==> src/rtl/crc_engine_param.sv <==
// crc_engine_param
// Framed, parametrised CRC engine (Galois form). It consumes DATA_W bits per
// clock while ACTIVE is high, bit 0 first, and reseeds at every frame start.
// When the frame ends it presents the result on CRC with a one-cycle Valid
// pulse, then shifts the result out MSB first on SER_OUT / SER_VALID.
//
// Build option: define CRC_FINAL_XOR_EN to present CRC and SER_OUT inverted
// (crc_reg XOR all-ones). The internal register and the timing do not change.
//
// state   | meaning
// --------+------------------------------------------------------------
// S_IDLE  | no frame in progress; CRC holds the last result (or SEED)
// S_CALC  | frame in progress; crc_reg absorbs DATA every ACTIVE cycle
// S_SHIFT | frame done; result shifted out MSB first, CRC held

module crc_engine_param #(
    parameter int               CRC_W  = 8,
    parameter logic [CRC_W-1:0] POLY   = CRC_W'('h07),
    parameter logic [CRC_W-1:0] SEED   = CRC_W'('h00),
    parameter int               DATA_W = 1
) (
    input  logic              CLK,
    input  logic              RST,
    input  logic [DATA_W-1:0] DATA,
    input  logic              ACTIVE,
    output logic [CRC_W-1:0]  CRC,
    output logic              Valid,
    output logic              SER_OUT,
    output logic              SER_VALID
);

    typedef enum logic [1:0] {
        S_IDLE  = 2'd0,
        S_CALC  = 2'd1,
        S_SHIFT = 2'd2
    } state_t;

    // Enough bits to index every CRC bit; CRC_W >= 2 keeps this at least 1.
    localparam int               CNT_W    = $clog2(CRC_W);
    localparam logic [CNT_W-1:0] CNT_LAST = CNT_W'(CRC_W - 1);

    state_t           r_state;
    logic [CRC_W-1:0] r_crc;
    logic [CNT_W-1:0] r_cnt;
    logic             r_valid;
    logic             r_ser_out;
    logic             r_ser_valid;

    logic [CRC_W-1:0] w_base;
    logic [CRC_W-1:0] w_step;
    logic [CRC_W-1:0] w_crc_out;
    logic [CNT_W-1:0] w_cnt_dec;

    // One clock's worth of Galois steps: DATA_W single-bit updates, d[0] first.
    function automatic logic [CRC_W-1:0] f_step(
        input logic [CRC_W-1:0]  crc_in,
        input logic [DATA_W-1:0] d
    );
        logic [CRC_W-1:0] c;
        logic             fb;
        c = crc_in;
        for (int i = 0; i < DATA_W; i++) begin
            fb = c[CRC_W-1] ^ d[i];
            c  = {c[CRC_W-2:0], 1'b0} ^ (fb ? POLY : '0);
        end
        return c;
    endfunction

    // Outside CALC the next accepted word always starts a new frame, so the
    // step is taken from SEED and any stale register contents are ignored.
    assign w_base    = (r_state == S_CALC) ? r_crc : SEED;
    assign w_step    = f_step(w_base, DATA);
    assign w_cnt_dec = r_cnt - CNT_W'(1);

`ifdef CRC_FINAL_XOR_EN
    // Final inversion applies only to what leaves the block.
    assign w_crc_out = r_crc ^ {CRC_W{1'b1}};
`else
    assign w_crc_out = r_crc;
`endif

    // Frame sequencing, CRC accumulation and the serial readout.
    always_ff @(posedge CLK or negedge RST) begin
        if (!RST) begin
            r_state     <= S_IDLE;
            r_crc       <= SEED;
            r_cnt       <= '0;
            r_valid     <= 1'b0;
            r_ser_out   <= 1'b0;
            r_ser_valid <= 1'b0;
        end else begin
            r_valid <= 1'b0;
            case (r_state)
                S_IDLE: begin
                    if (ACTIVE) begin
                        r_crc   <= w_step;
                        r_state <= S_CALC;
                    end
                end
                S_CALC: begin
                    if (ACTIVE) begin
                        r_crc <= w_step;
                    end else begin
                        // The MSB goes out in the same cycle as Valid.
                        r_state     <= S_SHIFT;
                        r_valid     <= 1'b1;
                        r_cnt       <= CNT_LAST;
                        r_ser_valid <= 1'b1;
                        r_ser_out   <= w_crc_out[CRC_W-1];
                    end
                end
                S_SHIFT: begin
                    if (ACTIVE) begin
                        // A new frame pre-empts the readout of the old one.
                        r_crc       <= w_step;
                        r_state     <= S_CALC;
                        r_cnt       <= '0;
                        r_ser_valid <= 1'b0;
                        r_ser_out   <= 1'b0;
                    end else if (r_cnt == '0) begin
                        r_state     <= S_IDLE;
                        r_ser_valid <= 1'b0;
                        r_ser_out   <= 1'b0;
                    end else begin
                        r_cnt     <= w_cnt_dec;
                        r_ser_out <= w_crc_out[w_cnt_dec];
                    end
                end
                default: begin
                    r_state     <= S_IDLE;
                    r_ser_valid <= 1'b0;
                    r_ser_out   <= 1'b0;
                end
            endcase
        end
    end

    assign CRC       = w_crc_out;
    assign Valid     = r_valid;
    assign SER_OUT   = r_ser_out;
    assign SER_VALID = r_ser_valid;

endmodule

==> config.mk <==
export PLATFORM = sky130hd
export DESIGN_NAME = crc_engine_param
export DESIGN_NICKNAME = d
export VERILOG_FILES = /design/src/rtl/crc_engine_param.sv
export SDC_FILE = /design/constraint.sdc
export NUM_CORES = 1
export LEC_CHECK = 0
export BUFFER_PORTS_ARGS = -buffer_cell sky130_fd_sc_hd__buf_2
export CORE_MARGIN = 2
export CORE_UTILIZATION = 59
export CTS_CLUSTER_DIAMETER = 150
export DETAILED_ROUTE_END_ITERATION = 16
export GPL_ROUTABILITY_DRIVEN = 0
export PLACE_DENSITY_LB_ADDON = 0.3
export SETUP_SLACK_MARGIN = 0.15
export SYNTH_ARGS = -nofsm -noshare
export SYNTH_HDL_FRONTEND = slang
export SYNTH_SLANG_ARGS = --single-unit
==> constraint.sdc <==
create_clock -name CLK -period 3.7 [get_ports CLK]
set_input_delay 0 -clock CLK [delete_from_list [all_inputs] [get_ports CLK]]
set_output_delay 0 -clock CLK [all_outputs]
set_load 0.1 [all_outputs]
**Word-level counts from Yosys, hierarchy flattened**

Cells that the tools add are included.

- Bits in registers: 16
- Bits of input ports: 4
- Logic and storage cells: 49

- Add/subtract/negate cells: 1
- $lt $le $gt $ge: 1
- Equality and inequality tests: 6
- Mux-type cells: 23
- Bitwise gates (word level): 3
- Reduce and logical (&&, ||, !) cells: 9

Operators with widths:

| kind | number |
|---|---|
| $mux W3 | 4 |
| $mux W1 | 9 |
| $reduce_and A3 Y1 | 3 |
| $mux W2 | 4 |
| $mux W8 | 1 |
| $xor A8 B3 Y8 | 1 |
| $ne A3 B3 Y1 const B | 2 |
| $pmux W1 S3 | 2 |
| $pmux W2 S3 | 1 |
| $pmux W3 S2 | 1 |
| $lt A3 B4 Y1 const B | 1 |
| $ne A2 B2 Y1 const B | 2 |
| $reduce_and A2 Y1 | 2 |
| $bmux W1 S3 | 1 |
| $logic_not A3 Y1 | 1 |
| $reduce_or A3 Y1 | 1 |
| $sub A3 B1 Y3 const B | 1 |
| $eq A2 B1 Y1 const B | 1 |
| $eq A2 B2 Y1 const B | 1 |
| $logic_not A2 Y1 | 1 |
| $reduce_bool A2 Y1 | 1 |
| $not A1 Y1 | 1 |
| $xor A1 B1 Y1 | 1 |

**Depth between registers and ports, before layout**

- Depth after elaboration: 6
- Depth in mapped cells: 7
- Gate-level depth less buffers: 6

**Worst setup path after synthesis**

OpenSTA, ideal clock, no wires.

- Kind: reg2reg
- From: register r_cnt[0]
- To: register r_ser_out (netlist: SER_OUT)
- Library setup time: 135 ps
- Data arrival time: 1714 ps
- Data required time: 3565 ps
- Path slack: 1851 ps
- Cell stages (with the launch flop): 8
- Cell sequence: dfrtp_1 clkbuf_2 inv_1 ha_1 ha_1 mux4_1 nor2_1 o311ai_1

- Longest elaborated chain between the ends: 6
- Elaborated cells on any way between the ends: 7

Ends and longest elaborated chain:

| item | line | RTL |
|---|---|---|
| start, declared | 44 | `logic [CNT_W-1:0] r_cnt;` |
| start signal, assigned | 125 | `r_cnt <= w_cnt_dec;` |
| $sub A3 B1 Y3 | 73 | `assign w_cnt_dec = r_cnt - CNT_W'(1);` |
| $bmux W1 S3 | 126 | `r_ser_out <= w_crc_out[w_cnt_dec];` |
| $mux W1 (not written as such) | 126 |  |
| $mux W1 * | 120 | `end else if (r_cnt == '0) begin` |
| $mux W1 * | 113 | `if (ACTIVE) begin` |
| $pmux W1 S3 * | 93 | `case (r_state)` |
| end signal, assigned | 109 | `r_ser_out <= w_crc_out[CRC_W-1];` |
| end signal, assigned | 126 |  |
| end, declared | 46 | `logic r_ser_out;` |

Mark *: on every way between the ends. The rest lies on a longest branch, timed or not. The select of a mux whose other input is x is not followed.
A chain may end at the register's enable or synchronous reset.

**Worst setup path in the final report**

Ends and elaborated chain as after synthesis.

==> results.yml <==
floorplanning:
  fp.dieH_um: 44.9
  initial_utilization_pct: 63.9
  core-area_sq_um: 1540
  io_pins: 15
  dieArea_sq_um: 2010
  num_rows: 14
  fp.dieW_um: 44.9
setup_path:
  crit_top_cell: "ha_1"
  worstPathMaxFanout: 7
  crit_path_end_kind: "register"
  path_cells: "inv_1 -> ha_1 -> ha_1 -> mux4_1 -> nor2_1 -> o311ai_1"
  worst-setup-path-type: "reg2reg"
  cp.buffers_inverters: 1
  slowest_stage: "mux4_1"
  rrSetupSlack_ns: 1.70
  start_kind: "register"
  worstPathRequired_ns: 3.86
  r2r_end: "SER_OUT$_DFFE_PN0P_"
  worstPathArrival_ns: 2.17
  critPathTopFamily: "multiplexers"
  rr_worst_depth: 6
  critPathMaxStageDelay_ns: 0.56
  r2r_start: "r_cnt[0]$_DFFE_PN0P_"
final_layout:
  fillers: 126
  seq_area_sq_um: 400
  final_nets: 132
  final_cell_mix: "16 x dfrtp_1, 15 x nand2_1, 14 x buf_2"
  final_common_cell: "dfrtp_1"
  n_antenna_cell: 0
  area_growth_pct: 10.0
  multi_input_area_sq_um: 538
  drive_gt1_share_pct: 19.5
min_path:
  hold_path.startpoint: "DATA"
  whs_path_depth: 3
  hp-class: "in2reg"
  hold_path_end: "CRC[1]$_DFFE_PN0P_"
clock_network:
  clock_latency_ns: 0.29
  cts-root-buf: "clkbuf_4"
  cts_buffer_depth: 2
  htreeDepth: 1
  post_cts_buffers: 0
  clk_pin_slew_ns: 0.09
  cts_buffers: 3
  clock_sinks: 16
  cts_tree: "built"
route:
  drt-wirelength-per-cell_um: 14.6
  vias_per_cell: 5.93
  routed_wl_um: 1960
  via_count: 795
  dr.pass1.iters: 4
  drt-initial-drc-count: 10
  drcViolationCount: 0
  drtAntennaViolNets: 0
logic_synthesis:
  syn_inst: 104
  syn_area_sq_um: 985
  synthDistinctLibCells: 31
  ys_ff_latch: 16
  syn_nets: 116
  avgSynthCellArea_sq_um: 9.47
  yosys_warnings: 0
  synth-seq-area-share_pct: 40.7
global_routing:
  antenna_found_initial: 0
  grt_use_total_pct: 22.8
  grt_pass1_vias: 751
  grt-ovfl-total: 0
  grt_pass1_wl_um: 3300
  grt_max_degree: 17
status:
  status: "complete, no violations"
job:
  drv_cap: 0
timing:
  fin_crit_sh_pct: 54.2
  finClkSkew_ns: 0.00277
  slew_viol_final: 0
  max_freq_mhz: 499
  slew_headroom_pct: 67.9
  final_hold_viol_count: 0
  rsz0062_at_grt: "no"
  period_minus_slack_ns: 2.00
  setup_viol: 0
  worstMarginPinSlew_ns: 0.486
  finalSetupTns_ns: 0
placement:
  io_buffers: 14
  hpwl_um: 1450
final cells by class:
class                   count  share of cell area, %
well taps                  16                   1.85
clock buffers               3                   2.08
flip-flops and latches     16                   37.0
repair buffers             15                   7.39
multi-input cells          78                   49.7
inverters                   6                   2.08
how the worst max path moves through the flow:
stage	slack [ns]	depth (start not counted)	start	end
after floorplan	1.85	7	r_cnt[0]$_DFFE_PN0P_	SER_OUT$_DFFE_PN0P_
final	1.70	6	r_cnt[0]$_DFFE_PN0P_	SER_OUT$_DFFE_PN0P_
after CTS	1.71	6	r_cnt[0]$_DFFE_PN0P_	SER_OUT$_DFFE_PN0P_
after global placement	1.83	6	r_cnt[0]$_DFFE_PN0P_	SER_OUT$_DFFE_PN0P_
after detailed placement	1.69	6	r_cnt[0]$_DFFE_PN0P_	SER_OUT$_DFFE_PN0P_
after global routing	1.59	6	r_cnt[0]$_DFFE_PN0P_	SER_OUT$_DFFE_PN0P_
per-stage QoR:
step	hold slack (ns)	setup WS [ns]	util (%)	instances	area, sq um
2_1_floorplan	-0.296	1.85	-	104	985
3_5_place_dp	-0.0622	1.69	68.2	130	1050
4_1_cts	0.00634	1.71	70.3	134	1080
3_3_place_gp	-0.0684	1.83	68.2	130	1050
6_report	0.0136	1.70	70.3	134	1080
5_1_grt	0.0465	1.59	70.3	134	1080
Yosys cell counts, drive strengths merged:
cell type	n	area [sq um]
o311ai	1	8.76
xnor2	2	17.5
or2	1	6.26
a211oi	1	7.51
nor3b	2	26.3
nand2b	3	18.8
or3	2	12.5
a22oi	1	7.51
buf	2	15.0
o21a	1	7.51
ha	8	100
xor2	1	8.76
a21oi	5	25.0
nor4bb	1	10.0
nand2	15	56.3
dfrtp	16	400
clkbuf	2	8.75
o22ai	1	6.26
nor2	7	26.3
o21ai	13	65.1
a31oi	2	12.5
mux4	1	26.3
mux2	4	45.0
nand3b	1	7.51
o2bb2ai	1	8.76
inv	6	22.5
and2	1	6.26
nor2b	2	12.5
a221oi	1	8.76
layer usage:
metal / up-vias / global-route usage (%) / share of wire (%)
met1: 376 / 28.5 / 48
met5: - / 0 / 0
li1: 390 / - / -
met4: 0 / 13.5 / 2.2
met3: 7 / 4.00 / 3.9
met2: 22 / 36.8 / 46
flip-flops by register name, indices dropped and copies added (netlist names):
| name | cells |
|---|---|
| SER_OUT | 1 |
| Valid | 1 |
| SER_VALID | 1 |
| CRC | 8 |
| r_state | 2 |
| r_cnt | 3 |
cells by family after synthesis:
group	Yosys count	share of synthesized area [%]
AO/OA/AOI/OAI	27	16.0
XOR/XNOR	3	2.67
adder cells (fa/ha/maj)	8	10.2
buffers and inverters	10	4.70
flip-flops	16	40.7
multiplexers	5	7.24
AND/OR/NAND/NOR	35	18.6
repair_timing:
item,in CTS,in global routing
hold buffers,1,0
gates resized for setup,0,0
hold endpoints to repair,16,0
worst reg2reg max path: stages, from the launching register on:
cell and delay (ns):
dfrtp_1 0.48, inv_1 0.08, ha_1 0.20, ha_1 0.33, mux4_1 0.56, nor2_1 0.12, o311ai_1 0.11
Power is left out: the tool's default activity adds up to more than one toggle a clock period on the data nets, which glitch-free logic cannot reach.
